`config.mk`:
```
export PLATFORM = sky130hd
export DESIGN_NAME = miss_mem_arbiter
export DESIGN_NICKNAME = d
export VERILOG_FILES = /design/src/rtl/miss_mem_arbiter.sv
export SDC_FILE = /design/constraint.sdc
export NUM_CORES = 1
export LEC_CHECK = 0
export CORE_AREA = 4 4 294 296
export CTS_CLUSTER_DIAMETER = 200
export DETAILED_ROUTE_END_ITERATION = 12
export DIE_AREA = 0 0 298 300
export GPL_TIMING_DRIVEN = 0
export PLACE_DENSITY = 0.64
export SLEW_MARGIN = 20
export SYNTH_ARGS = -nofsm -noshare
export SYNTH_HDL_FRONTEND = slang
export SYNTH_SLANG_ARGS = --single-unit
```
`constraint.sdc`:
```
create_clock -name clock -period 2 [get_ports clock]
set_input_delay 0.4 -clock clock [delete_from_list [all_inputs] [get_ports clock]]
set_output_delay 0.4 -clock clock [all_outputs]
set_load 0.005 [all_outputs]
```
`src/rtl/miss_mem_arbiter.sv`:
```
// Round-robin arbiter forwarding D$/I$ line misses to memory, one transaction in flight at a time.
// Optional MISS_ARB_ADDR_CHECK_EN: requests outside [MEM_BASE_ADDR, MEM_TOP_ADDR) return a bus error locally.
`ifndef THR_PER_CORE_WIDTH
`define THR_PER_CORE_WIDTH 2
`endif
`ifndef DCACHE_LINE_WIDTH
`define DCACHE_LINE_WIDTH 128
`endif
`ifndef MEM_BASE_ADDR
`define MEM_BASE_ADDR 32'h0000_0040
`endif
`ifndef MEM_TOP_ADDR
`define MEM_TOP_ADDR 32'h1000_0000
`endif

package miss_mem_arbiter_pkg;
    localparam int unsigned THR_W  = `THR_PER_CORE_WIDTH;
    localparam int unsigned LINE_W = `DCACHE_LINE_WIDTH;
    localparam int unsigned ADDR_W = 32;

    typedef struct packed {
        logic [ADDR_W-1:0] addr;
        logic              is_store;
        logic [LINE_W-1:0] data;
    } memory_request_t;
endpackage

module miss_mem_arbiter
    import miss_mem_arbiter_pkg::*;
#(
    parameter int unsigned MEM_TIMEOUT   = 256,
    parameter int unsigned TIMEOUT_WIDTH = 9
) (
    input  logic              clock,
    input  logic              reset,
    input  logic              dc_req_valid,
    input  memory_request_t   dc_req_info,
    input  logic [THR_W-1:0]  dc_req_thread_id,
    input  logic              ic_req_valid,
    input  memory_request_t   ic_req_info,
    input  logic [THR_W-1:0]  ic_req_thread_id,
    output logic              dc_rsp_valid,
    output logic              ic_rsp_valid,
    output logic [LINE_W-1:0] rsp_data,
    output logic [THR_W-1:0]  rsp_thread_id,
    output logic              rsp_bus_error,
    output logic              req_dropped,
    output logic              mem_req_valid,
    output memory_request_t   mem_req_info,
    input  logic              mem_req_ready,
    input  logic              mem_rsp_valid,
    input  logic [LINE_W-1:0] mem_rsp_data,
    input  logic              mem_rsp_error
);
    typedef enum logic [1:0] {IDLE, ISSUE, WAIT, RESP} state_t;

    state_t                   state;
    logic                     dc_pending;
    logic                     ic_pending;
    memory_request_t          dc_info;
    memory_request_t          ic_info;
    logic [THR_W-1:0]         dc_tid;
    logic [THR_W-1:0]         ic_tid;
    logic                     last_grant_ic;
    logic                     grant_ic;
    logic                     cur_store;
    logic [THR_W-1:0]         cur_tid;
    logic [TIMEOUT_WIDTH-1:0] timer;

    logic                     pick_ic_c;
    memory_request_t          pick_info_c;
    logic [THR_W-1:0]         pick_tid_c;
    logic                     dc_clear_c;
    logic                     ic_clear_c;
    logic                     dc_accept_c;
    logic                     ic_accept_c;
    logic                     addr_bad_c;

    // Grant selection and per-port capture/clear decisions
    always_comb begin
        pick_ic_c   = ic_pending && (!dc_pending || !last_grant_ic);
        pick_info_c = pick_ic_c ? ic_info : dc_info;
        pick_tid_c  = pick_ic_c ? ic_tid : dc_tid;
        dc_clear_c  = (state == RESP) && !grant_ic;
        ic_clear_c  = (state == RESP) && grant_ic;
        dc_accept_c = dc_req_valid && (!dc_pending || dc_clear_c);
        ic_accept_c = ic_req_valid && (!ic_pending || ic_clear_c);
    end

`ifdef MISS_ARB_ADDR_CHECK_EN
    assign addr_bad_c = (pick_info_c.addr < `MEM_BASE_ADDR) || (pick_info_c.addr >= `MEM_TOP_ADDR);
`else
    assign addr_bad_c = 1'b0;
`endif

    always_ff @(posedge clock) begin
        if (reset) begin
            state         <= IDLE;
            dc_pending    <= 1'b0;
            ic_pending    <= 1'b0;
            dc_info       <= '0;
            ic_info       <= '0;
            dc_tid        <= '0;
            ic_tid        <= '0;
            last_grant_ic <= 1'b0;
            grant_ic      <= 1'b0;
            cur_store     <= 1'b0;
            cur_tid       <= '0;
            timer         <= '0;
            dc_rsp_valid  <= 1'b0;
            ic_rsp_valid  <= 1'b0;
            rsp_data      <= '0;
            rsp_thread_id <= '0;
            rsp_bus_error <= 1'b0;
            req_dropped   <= 1'b0;
            mem_req_valid <= 1'b0;
            mem_req_info  <= '0;
        end else begin
            req_dropped  <= (dc_req_valid && dc_pending && !dc_clear_c) ||
                            (ic_req_valid && ic_pending && !ic_clear_c);
            dc_rsp_valid <= 1'b0;
            ic_rsp_valid <= 1'b0;

            if (dc_accept_c) begin
                dc_pending <= 1'b1;
                dc_info    <= dc_req_info;
                dc_tid     <= dc_req_thread_id;
            end else if (dc_clear_c) begin
                dc_pending <= 1'b0;
            end

            if (ic_accept_c) begin
                ic_pending <= 1'b1;
                ic_info    <= ic_req_info;
                ic_tid     <= ic_req_thread_id;
            end else if (ic_clear_c) begin
                ic_pending <= 1'b0;
            end

            case (state)
                IDLE: begin
                    if (dc_pending || ic_pending) begin
                        grant_ic  <= pick_ic_c;
                        cur_store <= pick_info_c.is_store;
                        cur_tid   <= pick_tid_c;
                        if (addr_bad_c) begin
                            // Rejected locally: memory never sees this request
                            rsp_data      <= '0;
                            rsp_bus_error <= 1'b1;
                            rsp_thread_id <= pick_tid_c;
                            dc_rsp_valid  <= !pick_ic_c;
                            ic_rsp_valid  <= pick_ic_c;
                            state         <= RESP;
                        end else begin
                            mem_req_valid <= 1'b1;
                            mem_req_info  <= pick_info_c;
                            state         <= ISSUE;
                        end
                    end
                end
                ISSUE: begin
                    if (mem_req_ready) begin
                        mem_req_valid <= 1'b0;
                        timer         <= '0;
                        state         <= WAIT;
                    end
                end
                WAIT: begin
                    if (mem_rsp_valid) begin
                        rsp_data      <= (cur_store && !mem_rsp_error) ? '0 : mem_rsp_data;
                        rsp_bus_error <= mem_rsp_error;
                        rsp_thread_id <= cur_tid;
                        dc_rsp_valid  <= !grant_ic;
                        ic_rsp_valid  <= grant_ic;
                        state         <= RESP;
                    end else if (timer == TIMEOUT_WIDTH'(MEM_TIMEOUT - 1)) begin
                        rsp_data      <= '0;
                        rsp_bus_error <= 1'b1;
                        rsp_thread_id <= cur_tid;
                        dc_rsp_valid  <= !grant_ic;
                        ic_rsp_valid  <= grant_ic;
                        state         <= RESP;
                    end else begin
                        timer <= timer + 1'b1;
                    end
                end
                RESP: begin
                    last_grant_ic <= grant_ic;
                    state         <= IDLE;
                end
                default: state <= IDLE;
            endcase
        end
    end
endmodule

```
==> metrics.txt, run 1 <==
# TYPE chip_impl_metric gauge
chip_impl_metric{name="leakage",unit="uW"} 0.0132
chip_impl_metric{name="worst_r2r_path_depth",unit=""} 5
chip_impl_metric{name="layout_setup_ws",unit="ns"} 0.0508
chip_impl_metric{name="syn2layout_area_growth",unit="%"} 49.9
chip_impl_metric{name="clock_skew",unit="ns"} 0.0433
chip_impl_metric{name="avgRoutedWirePerCell",unit="um"} 21.3
chip_impl_metric{name="proportion_of_layout_cells_with_a_drive_suffix_above_1",unit=""} 0.0971
chip_impl_info{name="synth_top_family_by_area",value="compound AO/OA/AOI/OAI gates"} 1
chip_impl_metric{name="final_nets",unit=""} 3992
chip_impl_metric{name="top_achievable_clock_speed",unit="MHz"} 513
chip_impl_metric{name="grt_max_degree",unit=""} 15
chip_impl_metric{name="detail_route.drc_violations",unit=""} 0
chip_impl_info{name="highest_layer",value="met5"} 1
chip_impl_metric{name="async_flop_share",unit=""} 0
chip_impl_metric{name="synth-simple-area-share",unit=""} 0.159
chip_impl_metric{name="dr.pass1.iters",unit=""} 5
chip_impl_info{name="cpLargestDelayFamily",value="buffers and inverters"} 1
chip_impl_metric{name="synthAdderAreaFrac",unit=""} 0.00315
chip_impl_metric{name="tightestPinTransition",unit="ns"} 1.11
chip_impl_metric{name="antenna_found_initial",unit=""} 29
chip_impl_metric{name="die_y",unit="um"} 300
chip_impl_metric{name="placeableCoreArea",unit="um2"} 83600
chip_impl_metric{name="timing.final.crit_share",unit=""} 0.975
chip_impl_metric{name="nFillCells",unit=""} 8244
chip_impl_metric{name="io-pin-count",unit=""} 757
chip_impl_metric{name="xor_xnor_share_of_the_synthesized_area",unit=""} 0.00221
chip_impl_info{name="timing.critical_path.from_type",value="register"} 1
chip_impl_metric{name="powerDensity",unit="nW/um2"} 1140
chip_impl_metric{name="cts-buffers-inserted",unit=""} 73
chip_impl_metric{name="grt_first_pass_wirelength",unit="um"} 143000
chip_impl_info{name="status",value="finished clean"} 1
chip_impl_metric{name="layout.cell_area.non_filler",unit="um2"} 35700
chip_impl_metric{name="cts_max_path_buffers",unit=""} 3
chip_impl_metric{name="cap_viol_max_count",unit=""} 0
chip_impl_metric{name="synthesis.area_per_instance",unit="um2"} 8.86
chip_impl_metric{name="placed_cell_area",unit="um2"} 32700
chip_impl_metric{name="track_usage",unit=""} 0.211
chip_impl_info{name="ys_dominant_reg_cell",value="dfxtp_1"} 1
chip_impl_metric{name="route.vias.total",unit=""} 22300
chip_impl_metric{name="synth-seq-area-share",unit=""} 0.537
chip_impl_metric{name="detailed_place_hpwl",unit="um"} 76000
chip_impl_info{name="critical_path_class",value="register to output pin"} 1
chip_impl_metric{name="final-hold-violation-count",unit=""} 0
chip_impl_metric{name="routabilityCongestion",unit=""} 0.878
chip_impl_info{name="critical_path.cell_chain",value="clkdlybuf4s50_1"} 1
chip_impl_metric{name="fp.dieW",unit="um"} 298
chip_impl_metric{name="yosys_warnings",unit=""} 0
chip_impl_metric{name="grt_pass1_vias",unit=""} 21898
chip_impl_metric{name="synth_enable_flop_cells",unit=""} 0
chip_impl_metric{name="critical_path_required",unit="ns"} 1.60
chip_impl_metric{name="cts.clk_slew.worst_paths",unit="ns"} 0.06
chip_impl_metric{name="route.met3.wl",unit="um"} 8080
chip_impl_info{name="cpMaxStageDelayCell",value="clkdlybuf4s50_1"} 1
chip_impl_metric{name="preCtsSetupSlack",unit="ns"} -0.616
chip_impl_metric{name="post_drt_via_cell_ratio",unit=""} 4.77
chip_impl_info{name="rr_startpoint",value="ic_pending$_SDFFE_PP0P_"} 1
chip_impl_metric{name="setup-tns-final",unit="ns"} 0
chip_impl_metric{name="critical_path.n_buffers_inverters",unit=""} 1
chip_impl_info{name="grt_setup_unrepaired",value="true"} 1
chip_impl_metric{name="worst-path-stages",unit=""} 1
chip_impl_metric{name="tritoncts_num_sinks",unit=""} 639
chip_impl_metric{name="portBuffers",unit=""} 755
chip_impl_metric{name="aggregate_global_routing_overflow",unit=""} 0
chip_impl_info{name="hold_path_startpoint",value="dc_req_info[91]"} 1
chip_impl_metric{name="wirelength",unit="um"} 99700
chip_impl_metric{name="design.die.area",unit="um2"} 89400
chip_impl_metric{name="row_count",unit=""} 106
chip_impl_info{name="hold_class",value="input port to register"} 1
chip_impl_metric{name="remaining_max_slew_budget_at_the_tightest_pin",unit=""} 0.258
chip_impl_metric{name="placed_insts",unit=""} 4525
chip_impl_metric{name="vdd.ir_drop.worst",unit="mV"} 0.790
chip_impl_metric{name="worstPathArrival",unit="ns"} 1.55
chip_impl_info{name="synth_commonest_cells",value="663 x nand2_1, 639 x dfxtp_1, 335 x a21oi_1"} 1
chip_impl_info{name="synth_most_common_cell",value="nand2_1"} 1
chip_impl_info{name="cts-root-buf",value="clkbuf_16"} 1
chip_impl_metric{name="final-setup-viol-count",unit=""} 0
chip_impl_metric{name="floorplan.initialDensity",unit=""} 0.285
chip_impl_metric{name="met1_layer_wirelength_in_the_final_routing",unit="um"} 41400
chip_impl_info{name="cell_taking_the_most_area_after_synthesis",value="dfxtp_1"} 1
chip_impl_metric{name="whs_path_depth",unit=""} 3
chip_impl_metric{name="synthesis.area",unit="um2"} 23800
chip_impl_metric{name="area_share_of_the_leading_cell_type_in_the_synthesized_netlist",unit=""} 0.537
chip_impl_metric{name="ant_nets",unit=""} 0
chip_impl_metric{name="clk-insertion-delay-late",unit="ns"} 0.62
chip_impl_info{name="worst_setup_path_end_kind",value="output pin"} 1
chip_impl_metric{name="drt_first_iter_violations",unit=""} 1362
chip_impl_metric{name="final.min_clock_period",unit="ns"} 1.95
chip_impl_metric{name="max_stage_delay",unit="ns"} 0.60
chip_impl_info{name="tritoncts",value="done"} 1
chip_impl_metric{name="cts-htree-levels",unit=""} 3
chip_impl_metric{name="ys_ff_latch",unit=""} 639
chip_impl_metric{name="layoutNonFillerInstCount",unit=""} 4679
chip_impl_info{name="worstSetupStartpoint",value="mem_req_info[112]$_SDFFE_PP0P_"} 1
chip_impl_metric{name="synth_cell_type_count",unit=""} 38
chip_impl_metric{name="synth_cells",unit=""} 2690
chip_impl_info{name="synth.area.top_cells",value="dfxtp_1 54%, nand2_1 10%, a21oi_1 7.0%"} 1
chip_impl_metric{name="cp_max_fo",unit=""} 2
chip_impl_metric{name="synth_compound_gate_area_share",unit=""} 0.175
chip_impl_metric{name="final-max-slew-violation-count",unit=""} 0
chip_impl_metric{name="synth_fp_nets",unit=""} 3157
chip_impl_metric{name="met2_length",unit="um"} 46800
chip_impl_metric{name="synth.area.mux_share",unit=""} 0.0693
[layout by cell type, fill, tap and decap left out, types with 25 or more instances in the layout]
cell             count
nor2_1             310
a22oi_1            130
dfxtp_1            628
buf_2               42
nand2_1            663
a211oi_2            37
clkdlybuf4s50_1    742
clkbuf_16           74
a21oi_1            334
clkbuf_2            25
clkbuf_1            72
clkbuf_4            39
mux2i_1            164
a211oi_1           126
[cell families after synthesis]
group / count (synthesis)
AOI/OAI and AO/OA: 644
xor gates and xnor gates: 6
muxes: 165
DFF: 639
adders and majority gates: 6
buffers and inverters: 234
and+or+nand+nor: 996
[where the power goes]
group	internal [uW]	switching, uW	total [uW]	leakage, uW
combinational	5370	5560	10900	0.00672
clock	8430	5800	14200	0.00124
sequential	14600	1150	15700	0.00524
[state kept, by name, summed over array words and instances (netlist names)]
| name | cells |
|---|---|
| dc_tid | 2 |
| ic_info | 161 |
| timer | 9 |
| rsp_bus_error | 1 |
| dc_info | 161 |
| dc_pending | 1 |
| state | 2 |
| rsp_data | 128 |
| mem_req_valid | 1 |
| cur_store | 1 |
| ic_tid | 2 |
| dc_rsp_valid | 1 |
| rsp_thread_id | 2 |
| req_dropped | 1 |
| grant_ic | 1 |
| cur_tid | 2 |
| mem_req_info | 160 |
| last_grant_ic | 1 |
| ic_rsp_valid | 1 |
| ic_pending | 1 |
[path summary, 6_finish.rpt]
path | endpoint | slack, ns
setup / recovery | mem_req_info[112] | 0.05
hold / removal | dc_info[91]$_SDFFE_PP0P_ | 0.33
setup reg to reg | mem_req_info[11]$_SDFFE_PP0P_ | 0.13
hold reg to reg | ic_info[96]$_SDFFE_PP0P_ | 0.45
[through the flow]
| step | total power (uW) | utilization | hold slack [ns] |
|---|---|---|---|
| finish | 40900 | 0.427 | 0.327 |
| CTS | 41100 | 0.424 | 0.267 |
| global route | 42800 | 0.427 | 0.302 |
| global placement | 26600 | 0.392 | 0.440 |
| floorplan | 20500 | - | 0.432 |
| detailed placement | 26600 | 0.392 | 0.446 |
[cell type report]
cell class | instances | area [um2] | share of cell area
Buffer | 228 | 1540 | 0.0430
Clock buffer | 100 | 2040 | 0.0571
Antenna cell | 15 | 37.5 | 0.00105
Inverter | 5 | 18.8 | 0.000526
Clock inverter | 34 | 509 | 0.0143
Sequential cell | 639 | 12800 | 0.359
Tap cell | 1080 | 1350 | 0.0378
Multi-Input combinational cell | 1817 | 9810 | 0.275
Timing Repair Buffer | 761 | 7610 | 0.213
[routing by layer]
metal	up-vias	GRT usage
li1	10809	-
met1	10508	0.259
met5	-	0
met4	26	0.0784
met2	771	0.350
met3	186	0.0651
[timing repair]
item	CTS	global route
gates resized for setup	78	95
hold buffers	0	0
endpoints found under the setup margin	581	513
cloned	0	0
pin swaps	0	0
buffers inserted	3	3
Power figures use the tool's default switching activity.
==> inputs of run 2 (changes only) <==
--- a/config.mk
+++ b/config.mk
@@ -6,6 +6,7 @@
 export NUM_CORES = 1
 export LEC_CHECK = 0
 export CORE_AREA = 4 4 294 296
+export CTS_BUF_LIST = sky130_fd_sc_hd__clkbuf_16
 export CTS_CLUSTER_DIAMETER = 200
 export DETAILED_ROUTE_END_ITERATION = 12
 export DIE_AREA = 0 0 298 300
==> run 2 against run 1 <==
- first-iteration DRC count increased by 3.2%
- sequential power about the same
- fmax about the same
- critical endpoint unchanged
- largest cell class unchanged
- largest power group unchanged
==> metrics.txt, run 2 (synthesis results as in run 1) <==
# TYPE chip_impl_metric gauge
chip_impl_metric{name="io-pin-count",unit=""} 757
chip_impl_metric{name="final-max-slew-violation-count",unit=""} 0
chip_impl_metric{name="placeableCoreArea",unit="um2"} 83600
chip_impl_metric{name="grt_pass1_vias",unit=""} 21867
chip_impl_info{name="worstSetupStartpoint",value="mem_req_info[112]$_SDFFE_PP0P_"} 1
chip_impl_info{name="cpMaxStageDelayCell",value="clkdlybuf4s50_1"} 1
chip_impl_metric{name="die_y",unit="um"} 300
chip_impl_info{name="status",value="finished clean"} 1
chip_impl_metric{name="route.vias.total",unit=""} 22266
chip_impl_metric{name="clk-insertion-delay-late",unit="ns"} 0.62
chip_impl_metric{name="tightestPinTransition",unit="ns"} 1.12
chip_impl_metric{name="vdd.ir_drop.worst",unit="mV"} 0.792
chip_impl_metric{name="worstPathArrival",unit="ns"} 1.55
chip_impl_info{name="largestRegisters",value="dc_info x161, ic_info x161, mem_req_info x160"} 1
chip_impl_info{name="hold_class",value="input port to register"} 1
chip_impl_metric{name="drt_first_iter_violations",unit=""} 1405
chip_impl_metric{name="final-setup-viol-count",unit=""} 0
chip_impl_info{name="worst_setup_path_endpoint",value="mem_req_info[112]"} 1
chip_impl_metric{name="tritoncts_num_sinks",unit=""} 639
chip_impl_metric{name="top_achievable_clock_speed",unit="MHz"} 513
chip_impl_metric{name="fp.dieW",unit="um"} 298
chip_impl_metric{name="timing.final.crit_share",unit=""} 0.975
chip_impl_metric{name="final.min_clock_period",unit="ns"} 1.95
chip_impl_metric{name="detail_route.drc_violations",unit=""} 0
chip_impl_metric{name="proportion_of_layout_cells_with_a_drive_suffix_above_1",unit=""} 0.0940
chip_impl_metric{name="worst-path-stages",unit=""} 1
chip_impl_metric{name="layoutNonFillerInstCount",unit=""} 4678
chip_impl_metric{name="worst_r2r_path_depth",unit=""} 5
chip_impl_metric{name="floorplan.initialDensity",unit=""} 0.285
chip_impl_metric{name="critical_path_required",unit="ns"} 1.60
chip_impl_metric{name="cp_max_fo",unit=""} 2
chip_impl_metric{name="whs_path_depth",unit=""} 3
chip_impl_metric{name="placed_insts",unit=""} 4525
chip_impl_metric{name="cts-htree-levels",unit=""} 3
chip_impl_metric{name="max_stage_delay",unit="ns"} 0.60
chip_impl_info{name="timing.critical_path.from_type",value="register"} 1
chip_impl_metric{name="final-hold-violation-count",unit=""} 0
chip_impl_info{name="critical_path.cell_chain",value="clkdlybuf4s50_1"} 1
chip_impl_metric{name="dr.pass1.iters",unit=""} 5
chip_impl_metric{name="track_usage",unit=""} 0.211
chip_impl_metric{name="antenna_found_initial",unit=""} 29
chip_impl_metric{name="avgRoutedWirePerCell",unit="um"} 21.3
chip_impl_metric{name="cts_max_path_buffers",unit=""} 3
chip_impl_metric{name="cts.clk_slew.worst_paths",unit="ns"} 0.06
chip_impl_info{name="commonest_non_fill_non_tap_cell_in_the_layout",value="clkdlybuf4s50_1"} 1
chip_impl_metric{name="post_drt_via_cell_ratio",unit=""} 4.76
chip_impl_metric{name="grt_max_degree",unit=""} 15
chip_impl_info{name="rr_startpoint",value="ic_pending$_SDFFE_PP0P_"} 1
chip_impl_metric{name="wirelength",unit="um"} 99700
chip_impl_info{name="cts-root-buf",value="clkbuf_16"} 1
chip_impl_info{name="reg2reg_to",value="mem_req_info[16]$_SDFFE_PP0P_"} 1
chip_impl_metric{name="critical_path.n_buffers_inverters",unit=""} 1
chip_impl_info{name="tritoncts",value="done"} 1
chip_impl_metric{name="r2r_slack",unit="ns"} 0.12
chip_impl_metric{name="clock_skew",unit="ns"} 0.0436
chip_impl_metric{name="final_nets",unit=""} 3992
chip_impl_info{name="grt_setup_unrepaired",value="true"} 1
chip_impl_metric{name="cts-buffers-inserted",unit=""} 73
chip_impl_info{name="mostFrequentLayoutCells",value="742 x clkdlybuf4s50_1, 663 x nand2_1, 628 x dfxtp_1, 334 x a21oi_1, 310 x nor2_1"} 1
chip_impl_metric{name="aggregate_global_routing_overflow",unit=""} 0
chip_impl_metric{name="powerDensity",unit="nW/um2"} 1130
chip_impl_metric{name="design.die.area",unit="um2"} 89400
chip_impl_info{name="critical_path_class",value="register to output pin"} 1
chip_impl_metric{name="syn2layout_area_growth",unit="%"} 49.4
chip_impl_info{name="cpLargestDelayFamily",value="buffers and inverters"} 1
chip_impl_metric{name="cap_viol_max_count",unit=""} 0
chip_impl_metric{name="row_count",unit=""} 106
chip_impl_metric{name="leakage",unit="uW"} 0.0132
chip_impl_metric{name="final_core_utilization",unit=""} 0.426
chip_impl_metric{name="remaining_max_slew_budget_at_the_tightest_pin",unit=""} 0.255
chip_impl_metric{name="ant_nets",unit=""} 0
chip_impl_metric{name="routabilityCongestion",unit=""} 0.878
chip_impl_metric{name="detailed_place_hpwl",unit="um"} 76000
chip_impl_metric{name="grt_first_pass_wirelength",unit="um"} 143000
chip_impl_info{name="worst_setup_path_end_kind",value="output pin"} 1
chip_impl_metric{name="portBuffers",unit=""} 755
## run 2: changes by cell type in the layout (fill, tap and decap cells not counted), sizes merged
cell	change
diode	-1
inv	+16
clkinv	+11
clkbuf	-27
## run 2: report_power, final
group | leakage, uW | total [uW] | internal [uW] | switching (uW)
combinational | 0.00672 | 10900 | 5370 | 5550
sequential | 0.00524 | 15700 | 14600 | 1140
clock | 0.00125 | 13700 | 7930 | 5790
## run 2: worst min-delay path by stage
stage	slack, ns	to	from
2_1_floorplan	0.43	rsp_thread_id[0]$_SDFFE_PP0P_	cur_tid[0]$_SDFFE_PP0P_
3_3_place_gp	0.44	dc_info[26]$_SDFFE_PP0P_	dc_info[26]$_SDFFE_PP0P_
3_5_place_dp	0.45	dc_info[107]$_SDFFE_PP0P_	dc_info[107]$_SDFFE_PP0P_
4_1_cts	0.27	dc_info[91]$_SDFFE_PP0P_	dc_req_info[91]
5_1_grt	0.30	ic_info[27]$_SDFFE_PP0P_	ic_req_info[27]
6_report	0.33	dc_info[91]$_SDFFE_PP0P_	dc_req_info[91]
## run 2: timing repair
action / 4_1_cts / 5_1_grt
endpoints found under the setup margin: 582 / 511
setup buffers: 3 / 3
gates cloned: 0 / 0
hold buffers: 0 / 0
resized for setup: 78 / 95
## run 2: cell type report
type	instances	area, um2
antenna	14	35.0
clock buffer	73	1830
fill	8259	48000
clock inverter	61	611
multi-input combinational	1817	9810
buffer	228	1540
inverter	5	18.8
sequential	639	12800
timing repair buffer	761	7610
tap	1080	1350
## run 2: per-stage QoR
step	hold WS [ns]	total power, uW	setup slack, ns	TNS [ns]	cell area, um2
after CTS	0.267	40600	0.00109	0	35400
after floorplan	0.432	20500	0.172	0	23800
after global placement	0.440	26600	-1.04	-378.88	32700
after global routing	0.302	42300	-0.00146	-0.00146	35600
final	0.327	40400	0.0503	0	35600
after detailed placement	0.446	26600	-0.616	-251.78	32700
## run 2: per-layer routing
metal  GRT usage  vias to the layer above  wire [um]
met5           0                        -        156
met4      0.0769                       26       3120
met3      0.0646                      182       8110
met2       0.350                      780      46700
met1       0.259                    10467      41600
li1            -                    10811          -
